===== src/rtl/stopwatch_pkg.sv =====
// Shared types and constants for the lab stopwatch sequencing controller.
package stopwatch_pkg;

    typedef enum logic [1:0] {
        IDLE  = 2'd0,
        RUN   = 2'd1,
        PAUSE = 2'd2,
        DONE  = 2'd3
    } sw_state_e;

    localparam logic [3:0] ERR_DIGIT = 4'hB;
    localparam logic [6:0] CSEC_MAX  = 7'd99;

    typedef struct packed {
        logic [6:0] sec;
        logic [6:0] csec;
    } lap_rec_t;

endpackage


===== src/rtl/stopwatch_lap_ctrl_bcd_split.sv =====
// Combinational split of a 0..99 value into BCD tens and ones digits.
module bcd_split (
    input  logic [6:0] value_i,
    output logic [3:0] tens_o,
    output logic [3:0] ones_o
);

    assign tens_o = 4'(value_i / 7'd10);
    assign ones_o = 4'(value_i % 7'd10);

endmodule


===== src/rtl/stopwatch_lap_ctrl.sv =====
// Stopwatch run/pause/done sequencer with centisecond counter, lap bank and
// registered 4-digit BCD display source arbitration.
module stopwatch_lap_ctrl
    import stopwatch_pkg::*;
#(
    parameter int MAX_SEC   = 20,
    parameter int LAP_DEPTH = 2
) (
    input  logic        clk15,
    input  logic        rst,
    input  logic        tick,
    input  logic        start_p,
    input  logic        record_p,
    input  logic        sel1,
    input  logic        sel2,
    output logic        running,
    output logic        done,
    output logic [1:0]  lap_cnt,
    output logic        lap_full,
    output logic [15:0] disp_bcd
);

    // The display always addresses lap 0 and lap 1, so the bank is at least two deep.
    localparam int BANK = (LAP_DEPTH < 2) ? 2 : LAP_DEPTH;

    sw_state_e   state_q;
    logic [6:0]  sec_q;
    logic [6:0]  csec_q;
    logic [1:0]  lap_cnt_q;
    lap_rec_t    laps_q [BANK];
    logic [15:0] disp_q;
    logic [15:0] disp_d;

    logic        lap_full_w;
    logic        record_ok;
    logic [6:0]  src_sec;
    logic [6:0]  src_csec;
    logic [3:0]  sec_tens, sec_ones, csec_tens, csec_ones;

    assign lap_full_w = (lap_cnt_q == 2'(LAP_DEPTH));
    assign record_ok  = record_p && !lap_full_w && (state_q == RUN || state_q == PAUSE);

    // NOTE: sequential state uses non-blocking assignments so every register
    // samples the pre-edge values; the lap bank is small and reset with the rest,
    // since a cleared bank must read back as 00:00.
    always_ff @(posedge clk15 or posedge rst) begin
        if (rst) begin
            state_q   <= IDLE;
            sec_q     <= '0;
            csec_q    <= '0;
            lap_cnt_q <= '0;
            for (int i = 0; i < BANK; i++) laps_q[i] <= '0;
        end else begin
            // Record first: it sees the pre-tick count and the current state.
            if (record_ok) begin
                for (int i = 0; i < BANK; i++) begin
                    if (lap_cnt_q == 2'(i)) laps_q[i] <= '{sec: sec_q, csec: csec_q};
                end
                lap_cnt_q <= lap_cnt_q + 2'd1;
            end

            case (state_q)
                IDLE: begin
                    if (start_p) state_q <= RUN;
                end
                RUN: begin
                    if (start_p) state_q <= PAUSE;
                    if (tick) begin
                        if (csec_q == CSEC_MAX) begin
                            csec_q <= '0;
                            sec_q  <= sec_q + 7'd1;
                            // Terminal value overrides a simultaneous pause.
                            if (sec_q == 7'(MAX_SEC - 1)) state_q <= DONE;
                        end else begin
                            csec_q <= csec_q + 7'd1;
                        end
                    end
                end
                PAUSE: begin
                    if (start_p) state_q <= RUN;
                end
                DONE: begin
                    if (start_p) begin
                        state_q   <= IDLE;
                        sec_q     <= '0;
                        csec_q    <= '0;
                        lap_cnt_q <= '0;
                        for (int i = 0; i < BANK; i++) laps_q[i] <= '0;
                    end
                end
                default: state_q <= IDLE;
            endcase
        end
    end

    assign running  = (state_q == RUN);
    assign done     = (state_q == DONE);
    assign lap_cnt  = lap_cnt_q;
    assign lap_full = lap_full_w;

    // NOTE: defaults first so no path through the mux leaves a latch.
    always_comb begin
        src_sec  = sec_q;
        src_csec = csec_q;
        if (sel1 && !running) begin
            src_sec  = laps_q[0].sec;
            src_csec = laps_q[0].csec;
        end else if (sel2 && !running) begin
            src_sec  = laps_q[1].sec;
            src_csec = laps_q[1].csec;
        end
    end

    bcd_split u_split_sec (
        .value_i (src_sec),
        .tens_o  (sec_tens),
        .ones_o  (sec_ones)
    );

    bcd_split u_split_csec (
        .value_i (src_csec),
        .tens_o  (csec_tens),
        .ones_o  (csec_ones)
    );

    always_comb begin
        disp_d = {sec_tens, sec_ones, csec_tens, csec_ones};
        if (sel1 && sel2) disp_d = {4{ERR_DIGIT}};
    end

    always_ff @(posedge clk15 or posedge rst) begin
        if (rst) disp_q <= '0;
        else     disp_q <= disp_d;
    end

    assign disp_bcd = disp_q;

endmodule


===== config.mk =====
export PLATFORM = sky130hd
export DESIGN_NAME = stopwatch_lap_ctrl
export DESIGN_NICKNAME = d
export VERILOG_FILES = /design/src/rtl/stopwatch_pkg.sv /design/src/rtl/stopwatch_lap_ctrl_bcd_split.sv /design/src/rtl/stopwatch_lap_ctrl.sv
export SDC_FILE = /design/constraint.sdc
export NUM_CORES = 1
export LEC_CHECK = 0
export ABC_CLOCK_PERIOD_IN_PS = 6010
export BUFFER_PORTS_ARGS = -buffer_cell sky130_fd_sc_hd__buf_2
export CAP_MARGIN = 20
export CORE_MARGIN = 2
export CORE_UTILIZATION = 58
export DETAILED_ROUTE_END_ITERATION = 8
export HOLD_SLACK_MARGIN = 0.02
export PLACE_DENSITY = 0.77
export SKIP_CTS_REPAIR_TIMING = 1
export SLEW_MARGIN = 10
export SYNTH_ARGS = -nofsm -noshare
export SYNTH_HDL_FRONTEND = slang
export SYNTH_SLANG_ARGS = --single-unit

===== constraint.sdc =====
create_clock -name clk15 -period 6.01 [get_ports clk15]
set_input_delay 0.3005 -clock clk15 [delete_from_list [all_inputs] [get_ports clk15]]
set_output_delay 0.3005 -clock clk15 [all_outputs]
set_load 0.05 [all_outputs]

==> run metrics, run 1 <==
status completed; post-route ant nets 0; Final GP Congestion 0.836; mux share of post-synthesis cell area 0.0186; crit path launch state_q[1]$_DFFE_PP0P_; async set-reset flop share out of synthesis 1.00; unrepaired setup endpoints after global routing no; synth unique cells 76; worst hold start start_p; most used routing layer met2; Tcrit/Tclk final 0.905; Lkg Pwr 0.00197 uW; core area 0.00683 mm2; met1 usage 0.338; number of buffers created by CTS 9; Fmax 184 MHz; clock-pin slew on the worst setup and hold paths ~0.06 ns; Seq pwr share 0.265; fin nets 510; layout cells sized above 1 0.176; area share of fa/ha/maj cells after synthesis 0.0454; Final setup violation count 0; combinational power share 0.587; top_reg_cell synth dfrtp_1; DRT Pass-1 Iters 4; Root Driver clkbuf_8; worst hold margin 0.282 ns; setup TNS 0 ns; sequential fraction of the synthesis area 0.378; via count 3511; setup ws final 0.572 ns; Clock Latency Late Sink 0.34 ns; Mapped Nets 497; Die Wd 88.2 um; M3 GR Usage 0.0368; Mapped Cells 476; Final min period 5.44 ns; CP Capture Type register; synthesized area about 0.0041 mm2; largest family of logic cells by synthesized area simple AND/OR/NAND/NOR gates; via count of the first global-routing pass 3346; Clock power frac 0.148; initial antenna violation count 0; Post-DP HPWL between 6 and 7 mm; CTS tree yes; total gr overflow 0; MaxCap Viol Count 0; dpl ws about 0.67 ns; Avg WL per Cell 15.5 um; Post-synth EDFFs 0; post-synthesis simple-gate area fraction 0.243; clock sink total 62; Sw Ratio 0.488; die area 0.00777 mm2; global-route wire length before repair 15.5 mm; Mean Syn Cell Area 8.63 um2; worst vdd ir 0.000345 V; top cells by area, synth dfrtp_1 (38%), nand2_1 (9.7%), a21oi_1 (6.0%); final WL 9.14 mm; critical path class reg -> reg; DRC 0; r2r startpoint state_q[1]$_DFFE_PP0P_; #FFs+latches synth 62; GRT Resource Usage Total 0.253; worst min-delay path class in -> reg; vias per cell 5.96; Critical Path RT approximately 6.2 ns; Post-Synth XOR/XNOR Area 0.0149; Worst Clk Skew between 0.009 and 0.01 ns; largest net degree at the start of global routing 55; post-synthesis compound-gate area fraction 0.239; total power 2600 uW; Tightest Pin Transition slightly above 0.9 ns; starting density of the core 0.601; crit path DAT roughly 5.7 ns; fin. max-slew vios 0; Fin. Hold Viols 0; P_int 1330 uW; Area growth syn-to-layout 7.58%; area share of the largest cell type after synthesis 0.378; Rel. slew slack 0.389; met2 usage 0.415; Initial DRC Count 236; # H-tree levels 3; maximum fanout along the worst path 19; buffer depth of the longest clock path 2; P_sw 1270 uW; Ys Warns 0; port bufs 27; largest area contributor in the netlist dfrtp_1; Worst setup SP type register; Pwr Density 588 mW/mm2; Die Y 88.2 um; Row Count 30; antenna cells 0; I/O pin cnt 28
[power groups by stage]
stage               clock network (uW)  logic, uW  registers (uW)
floorplan                            0       1130             824
global placement                     0       1470             688
detailed placement                   0       1510             696
CTS                                393       1510             687
global route                       414       1680             711
finish                             385       1530             689
[sequential cells by signal (all words and copies together) (netlist names)]
| register | count |
|---|---|
| csec_q | 7 |
| disp_bcd | 16 |
| lap_cnt | 2 |
| laps_q | 28 |
| sec_q | 7 |
| state_q | 2 |
[cell families after synthesis]
group	after synthesis
XOR/XNOR	7
multiplexers	7
flip-flops	62
AO/OA/AOI/OAI	133
buffers and inverters	44
AND/OR/NAND/NOR	208
adder cells (fa/ha/maj)	15
[layer usage]
| metal | up-vias | wire, um |
|---|---|---|
| met3 | 14 | 384 |
| li1 | 1708 | - |
| met1 | 1694 | 4190 |
| met5 | - | 0 |
| met2 | 95 | 4420 |
| met4 | 0 | 146 |
[synth_stat cells (3+ instances only)]
master	count
nand2_1	106
dfrtp_1	62
a21oi_1	49
nor2_1	36
o21ai_0	20
clkbuf_1	18
ha_1	14
inv_1	12
nand3_1	9
nor3_1	8
xnor2_1	6
a221oi_2	5
a22oi_1	5
buf_4	5
buf_6	5
mux2i_1	5
o31ai_1	5
a211oi_1	4
a21o_1	4
a221o_2	4
and3_1	4
nand3b_1	4
nor2b_1	4
nor3b_1	4
or2_2	4
a221oi_1	3
nand2b_1	3
o211ai_1	3
o21a_1	3
[layout by cell type, fill, tap and decap left out, types with 9 or more instances in the layout]
| cell type | count |
|---|---|
| nand2_1 | 106 |
| dfrtp_1 | 62 |
| a21oi_1 | 49 |
| nor2_1 | 36 |
| buf_2 | 27 |
| o21ai_0 | 20 |
| ha_1 | 14 |
| clkbuf_8 | 12 |
| inv_1 | 11 |
| nand3_1 | 9 |
[layout make-up]
type | count | area (um2)
fill | 585 | 2410
multi-input combinational | 370 | 2310
sequential | 62 | 1550
timing repair buffer | 32 | 183
clock buffer | 12 | 165
tap | 96 | 120
inverter | 14 | 52.6
clock inverter | 3 | 42.5
[worst paths after layout]
path	end	cells after the start	slack [ns]
worst max-delay path	disp_bcd[2]$_DFF_PP0_	23	0.57
worst min-delay path	state_q[1]$_DFFE_PP0P_	3	0.28
max in group asynchronous	laps_q[12]$_DFF_PP0_	4	4.69
worst max register to register	disp_bcd[2]$_DFF_PP0_	23	0.57
worst min register to register	laps_q[20]$_DFF_PP0_	2	0.52
min in group asynchronous	disp_bcd[11]$_DFF_PP0_	3	0.41
[through the flow]
stage,instance area (um2),utilization,cells
floorplan,4110,-,476
global placement,4190,0.613,572
detailed placement,4190,0.613,572
CTS,4400,0.643,587
global route,4420,0.647,589
finish,4420,0.647,589
[worst max-delay path, stage by stage, from the launching register on]
cell      delay (ns)
dfrtp_1         0.39
inv_1           0.07
ha_1            0.41
o21bai_4        0.41
a221oi_2        0.54
nor3_1          0.13
a21oi_1         0.15
ha_1            0.33
a41oi_2         0.09
maj3_2          0.38
a211oi_4        0.38
ha_1            0.24
nand3_1         0.07
nand2_1         0.06
o21ai_1         0.09
and2_4          0.19
xnor2_1         0.20
ha_1            0.23
nand2_1         0.06
nand2_1         0.07
a21oi_1         0.04
a211o_1         0.29
or4_1           0.42
o31ai_1         0.09
No activity file was read; power rests on OpenSTA's default activity.
==> inputs of run 2 (changes only) <==
--- a/config.mk
+++ b/config.mk
@@ -8,11 +8,14 @@
 export ABC_CLOCK_PERIOD_IN_PS = 6010
 export BUFFER_PORTS_ARGS = -buffer_cell sky130_fd_sc_hd__buf_2
 export CAP_MARGIN = 20
+export CELL_PAD_IN_SITES_DETAIL_PLACEMENT = 1
+export CELL_PAD_IN_SITES_GLOBAL_PLACEMENT = 1
+export CORE_ASPECT_RATIO = 0.75
 export CORE_MARGIN = 2
-export CORE_UTILIZATION = 58
+export CORE_UTILIZATION = 47
 export DETAILED_ROUTE_END_ITERATION = 8
 export HOLD_SLACK_MARGIN = 0.02
-export PLACE_DENSITY = 0.77
+export PLACE_DENSITY_LB_ADDON = 0.1
 export SKIP_CTS_REPAIR_TIMING = 1
 export SLEW_MARGIN = 10
 export SYNTH_ARGS = -nofsm -noshare
==> constraint.sdc (replaced) <==
create_clock -name clk15 -period 6.01 [get_ports clk15]
set_input_delay 0.3005 -clock clk15 [delete_from_list [all_inputs] [get_ports clk15]]
set_output_delay 0.3005 -clock clk15 [all_outputs]
set_load 0.02 [all_outputs]
==> run metrics, run 2 (synthesized netlist as in run 1, its figures left out) <==
status completed (unchanged); layout cells sized above 1 0.176 (about the same); crit path DAT 5.74 ns (was 5.67 ns); Worst setup SP type register (unchanged); Critical Path RT 6.23 ns (was 6.24 ns); critical path class reg -> reg (unchanged); fin nets 510 (unchanged); fin. max-slew vios 0 (unchanged); Tightest Pin Transition 0.896 ns (was 0.916 ns); max reg flops 28 (unchanged); die area 0.00951 mm2 (was 0.00777 mm2); Area growth syn-to-layout 10.2% (was 7.58%); final WL 11.7 mm (was 9.14 mm); Rel. slew slack 0.403 (was 0.389); global-route wire length before repair 19.8 mm (was 15.5 mm); # H-tree levels 3 (unchanged); via count of the first global-routing pass 3820 (was 3346); clock sink total 62 (unchanged); Root Driver clkbuf_16 (was clkbuf_8); Pwr Density 598 mW/mm2 (was 588 mW/mm2); Lkg Pwr 0.00201 uW (was 0.00197 uW); DRT Pass-1 Iters 4 (unchanged); largest net degree at the start of global routing 63 (was 55); Post-DP HPWL 8.11 mm (was 6.33 mm); Row Count 29 (was 30); Clock Latency Late Sink 0.34 ns (about the same); r2r startpoint state_q[1]$_DFFE_PP0P_ (unchanged); Placed Cells 585 (was 572); commonest non-fill, non-tap cells in the layout nand2_1 (106), dfrtp_1 (62), a21oi_1 (49) (unchanged); CTS tree yes (unchanged); Die Y 85.0 um (was 88.2 um); setup TNS 0 ns (unchanged); FF-to-FF End disp_bcd[2]$_DFF_PP0_ (unchanged); Top reg by flops laps_q (unchanged); maximum fanout along the worst path 18 (was 19); Die Wd 112 um (was 88.2 um); Final GP Congestion 0.823 (was 0.836); GRT Resource Usage Total 0.264 (was 0.253); Fin. Hold Viols 0 (unchanged); initial antenna violation count 0 (unchanged); I/O pin cnt 28 (unchanged); Initial DRC Count 138 (was 236); clock-pin slew on the worst setup and hold paths 0.05 ns (was 0.06 ns); worst min-delay path class in -> async (was in -> reg); commonest non-fill, non-tap cell in the layout nand2_1 (unchanged); Tcrit/Tclk final 0.918 (was 0.905); reg2reg setup slack 0.49 ns (was 0.57 ns); Avg WL per Cell 19.4 um (was 15.5 um); vias per cell 6.02 (was 5.96); MaxCap Viol Count 0 (unchanged); Non-Filler Instances 602 (was 589); reg2reg path depth 23 (unchanged); Final min period 5.52 ns (was 5.44 ns); total gr overflow 0 (unchanged); Final setup violation count 0 (unchanged); antenna cells 0 (unchanged); worst vdd ir 0.000268 V (was 0.000345 V); CP Capture Type register (unchanged); number of buffers created by CTS 9 (unchanged); starting density of the core 0.484 (was 0.601); post-route ant nets 0 (unchanged); port bufs 27 (unchanged); DRC 0 (unchanged); core area 0.00849 mm2 (was 0.00683 mm2); buffer depth of the longest clock path 2 (unchanged); Fmax 181 MHz (was 184 MHz); via count 3626 (was 3511); unrepaired setup endpoints after global routing no (unchanged); Worst Clk Skew 0.00482 ns (was 0.00982 ns)
## run 2: cell count changes in the layout (fill, tap and decap cells not counted), sizes merged
cell	change
clkbuf	+1
buf	+1
dlygate4sd3	-1
## run 2: power by group
part | internal (uW) | total, uW | switching [uW]
logic | 546 | 1470 | 924
clock network | 343 | 535 | 192
registers | 571 | 702 | 132
total | 1460 | 2710 | 1250
## run 2: per-layer routing
metal | up-vias | wire length [um] | share of wire | track usage
met5 | - | 0 | 0 | 0
met1 | 1860 | 5630 | 0.48 | 0.356
met2 | 51 | 5610 | 0.48 | 0.441
li1 | 1703 | - | - | -
met3 | 12 | 280 | 0.024 | 0.0493
met4 | 0 | 136 | 0.012 | 0.0710
## run 2: worst max path at each step
| stage | cells after the start | to | slack, ns | from |
|---|---|---|---|---|
| 2_1_floorplan | 26 | disp_bcd[2]$_DFF_PP0_ | 1.12 | state_q[1]$_DFFE_PP0P_ |
| 3_3_place_gp | 23 | disp_bcd[2]$_DFF_PP0_ | 0.90 | state_q[1]$_DFFE_PP0P_ |
| 3_5_place_dp | 23 | disp_bcd[2]$_DFF_PP0_ | 0.56 | state_q[1]$_DFFE_PP0P_ |
| 4_1_cts | 23 | disp_bcd[2]$_DFF_PP0_ | 0.51 | state_q[1]$_DFFE_PP0P_ |
| 5_1_grt | 23 | disp_bcd[1]$_DFF_PP0_ | 0.06 | state_q[1]$_DFFE_PP0P_ |
| 6_report | 23 | disp_bcd[2]$_DFF_PP0_ | 0.49 | state_q[1]$_DFFE_PP0P_ |
## run 2: cell type report
type	count	area, um2
multi-input combinational	370	2310
inverter	14	52.6
timing repair buffer	32	180
tap	108	135
clock inverter	3	42.5
sequential	62	1550
clock buffer	13	260
fill	1041	3960
## run 2: worst max-delay path, cell delays in order (launching register included)
cell and delay (ns):
dfrtp_1 0.40, inv_1 0.09, ha_1 0.36, o21bai_4 0.38
a221oi_2 0.52, nor3_1 0.17, a21oi_1 0.17, ha_1 0.36
a41oi_2 0.09, maj3_2 0.39, a211oi_4 0.40, ha_1 0.26
nand3_1 0.07, nand2_1 0.07, o21ai_1 0.09, and2_4 0.19
xnor2_1 0.19, ha_1 0.23, nand2_1 0.06, nand2_1 0.06
a21oi_1 0.04, a211o_1 0.29, or4_1 0.40, o31ai_1 0.09
## run 2: through the flow
| stage | total power (uW) | setup WS (ns) | hold slack [ns] | area, um2 | utilization |
|---|---|---|---|---|---|
| after floorplan | 1820 | 1.12 | 0.434 | 4110 | - |
| after global placement | 2070 | 0.900 | 0.512 | 4210 | 0.496 |
| after detailed placement | 2160 | 0.561 | 0.519 | 4210 | 0.496 |
| after CTS | 2720 | 0.508 | 0.247 | 4510 | 0.532 |
| after global routing | 2930 | 0.0578 | 0.276 | 4530 | 0.533 |
| final | 2710 | 0.492 | 0.214 | 4530 | 0.533 |
==> inputs of run 3 (changes only) <==
--- a/config.mk
+++ b/config.mk
@@ -5,6 +5,7 @@
 export SDC_FILE = /design/constraint.sdc
 export NUM_CORES = 1
 export LEC_CHECK = 0
+export ABC_AREA = 1
 export ABC_CLOCK_PERIOD_IN_PS = 6010
 export BUFFER_PORTS_ARGS = -buffer_cell sky130_fd_sc_hd__buf_2
 export CAP_MARGIN = 20
@@ -12,7 +13,7 @@
 export CELL_PAD_IN_SITES_GLOBAL_PLACEMENT = 1
 export CORE_ASPECT_RATIO = 0.75
 export CORE_MARGIN = 2
-export CORE_UTILIZATION = 47
+export CORE_UTILIZATION = 45
 export DETAILED_ROUTE_END_ITERATION = 8
 export HOLD_SLACK_MARGIN = 0.02
 export PLACE_DENSITY_LB_ADDON = 0.1
==> run metrics, run 3 <==
status completed (unchanged); starting density of the core 0.459 (was 0.484); Fmax 236 MHz (was 181 MHz); Fin. Hold Viols 0 (unchanged); Critical Path RT 6.23 ns (about the same); core area 0.00835 mm2 (was 0.00849 mm2); Rel. slew slack 0.397 (was 0.403); global-route wire length before repair 17.1 mm (was 19.8 mm); number of buffers created by CTS 9 (unchanged); Mean Syn Cell Area 7.72 um2 (was 8.63 um2); Clock Latency Late Sink 0.33 ns (was 0.34 ns); port bufs 27 (unchanged); Buf/Inv on CP 6 (was 1); Critical-path top delay cell dfrtp_1 (was a221oi_2); clock-pin slew on the worst setup and hold paths 0.05 ns (about the same); Area growth syn-to-layout 13.4% (was 10.2%); Worst setup SP type register (unchanged); largest net degree at the start of global routing 63 (unchanged); maximum fanout along the worst path 22 (was 18); buffer depth of the longest clock path 2 (unchanged); worst min-delay path class in -> async (unchanged); # fillers 1055 (was 1041); delay-heaviest family, CP simple AND/OR/NAND/NOR gates (was compound AO/OA/AOI/OAI gates); initial antenna violation count 0 (unchanged); unrepaired setup endpoints after global routing no (unchanged); via count of the first global-routing pass 3516 (was 3820); Tcrit/Tclk final 0.705 (was 0.918); Routed met2 length 4.60 mm (was 5.61 mm); Row Count 29 (unchanged); CP peak stage delay 0.39 ns (was 0.52 ns); worst hold margin 0.204 ns (was 0.214 ns); Worst Clk Skew 0.00433 ns (was 0.00482 ns); Root Driver clkbuf_16 (unchanged); Top reg by flops laps_q (unchanged); Crit path top cell by count nand2_1 (was ha_1); post-route ant nets 0 (unchanged); Initial DRC Count 149 (was 138); sequential fraction of the synthesis area 0.405 (was 0.378); Final setup violation count 0 (unchanged); MaxCap Viol Count 0 (unchanged); count leader, synth nand2_1 (unchanged); met3 wire length 225 um (was 280 um); crit path DAT 4.46 ns (was 5.74 ns); vias per cell 5.28 (was 6.02); top layer in use met4 (unchanged); Mapped Cells 496 (was 476); Met1 Routed Length 4.71 mm (was 5.63 mm); synthesized area 0.00383 mm2 (was 0.00411 mm2); clock sink total 62 (unchanged); Ys Warns 0 (unchanged); I/O pin cnt 28 (unchanged); synth unique cells 39 (was 76); largest area contributor in the netlist dfrtp_1 (unchanged); GRT Resource Usage Total 0.228 (was 0.264); Tightest Pin Transition 0.902 ns (was 0.896 ns); top_reg_cell synth dfrtp_1 (unchanged); async set-reset flop share out of synthesis 1.00 (unchanged); Final GP Congestion 0.835 (was 0.823); layout cells sized above 1 0.183 (was 0.176); Post-DP HPWL 7.11 mm (was 8.11 mm); CTS tree yes (unchanged); most instantiated cells after synthesis nand2_1 (83), inv_1 (75), dfrtp_1 (62) (was nand2_1 (106), dfrtp_1 (62), a21oi_1 (49)); top cells by area, synth dfrtp_1 (41%), nand2_1 (8.1%), inv_1 (7.4%) (was dfrtp_1 (38%), nand2_1 (9.7%), a21oi_1 (6.0%)); area share of the largest cell type after synthesis 0.405 (was 0.378); Die Wd 111 um (was 112 um); commonest non-fill, non-tap cells in the layout nand2_1 (83), inv_1 (74), dfrtp_1 (62) (was nand2_1 (106), dfrtp_1 (62), a21oi_1 (49)); max reg flops 28 (unchanged); final WL 9.68 mm (was 11.7 mm); critical path class reg -> reg (unchanged); fin nets 543 (was 510); via count 3345 (was 3626); fin. max-slew vios 0 (unchanged); DRT Pass-1 Iters 4 (unchanged); placed inst area 0.00402 mm2 (was 0.00421 mm2); antenna cells 0 (unchanged); Avg WL per Cell 15.3 um (was 19.4 um); CP Capture Type register (unchanged); Die Y 83.9 um (was 85.0 um); DRC 0 (unchanged); total gr overflow 0 (unchanged); Final min period 4.24 ns (was 5.52 ns); #FFs+latches synth 62 (unchanged); # H-tree levels 3 (unchanged); dpl ws 1.81 ns (was 0.561 ns); setup TNS 0 ns (unchanged); Mapped Nets 517 (was 497); commonest non-fill, non-tap cell in the layout nand2_1 (unchanged); Post-synth EDFFs 0 (unchanged); die area 0.00927 mm2 (was 0.00951 mm2); design area 0.00434 mm2 (was 0.00453 mm2); setup ws final 1.77 ns (was 0.492 ns)
run 3: cell count changes after synthesis, moves of 8 or more:
cell and change:
nand3_2 +10, nand3_1 +31, inv_1 +63, nor2_1 -8, clkbuf_1 -10, nand2_2 +18
o21ai_0 +24, nand2_1 -23
run 3: path summary, 6_finish.rpt:
| check | from | to | slack (ns) | cells past startpoint |
|---|---|---|---|---|
| min in group clk15 | start_p | state_q[0]$_DFFE_PP0P_ | 0.21 | 2 |
| worst min-delay path | rst | laps_q[12]$_DFF_PP0_ | 0.20 | 3 |
| worst max-delay path | state_q[1]$_DFFE_PP0P_ | disp_bcd[2]$_DFF_PP0_ | 1.77 | 30 |
| worst min register to register | laps_q[22]$_DFF_PP0_ | laps_q[22]$_DFF_PP0_ | 0.51 | 2 |
| max in group asynchronous | rst | laps_q[18]$_DFF_PP0_ | 5.28 | 3 |
| worst max register to register | state_q[1]$_DFFE_PP0P_ | disp_bcd[2]$_DFF_PP0_ | 1.77 | 30 |
run 3: layout make-up:
cell class	count	area (um2)	share of cell area
multi-input cells	337	1870	0.431
flip-flops and latches	62	1550	0.357
inverters	84	318	0.0732
clock buffers	12	256	0.0590
repair buffers	28	143	0.0328
well taps	108	135	0.0311
clock inverters	3	67.6	0.0156
run 3: per-stage QoR:
stage	cells	util
after global routing	634	0.521
after detailed placement	619	0.482
after global placement	619	0.482
final	634	0.521
after CTS	634	0.521
after floorplan	496	-
run 3: worst reg2reg max path: cells and delay by family (launching register included):
family | cells | cell delay [ns]
fa+ha+maj | 4 | 0.84
simple gates | 19 | 2.02
flops | 1 | 0.39
buf+inv | 6 | 0.68
compound gates | 1 | 0.18
run 3: cell families after synthesis:
family | after synthesis | synth area share
flops | 62 | 0.405
compound gates | 111 | 0.169
buf+inv | 97 | 0.106
simple gates | 212 | 0.274
fa+ha+maj | 14 | 0.0457
run 3: per-layer routing:
metal  vias to the layer above  track usage
met2                        38        0.375
met5                         -            0
li1                       1676            -
met3                        18       0.0516
met1                      1613        0.301
met4                         0       0.0727
Power of run 3 is left out: the tool's default activity adds up to more than one toggle a clock period on the data nets, which glitch-free logic cannot reach.
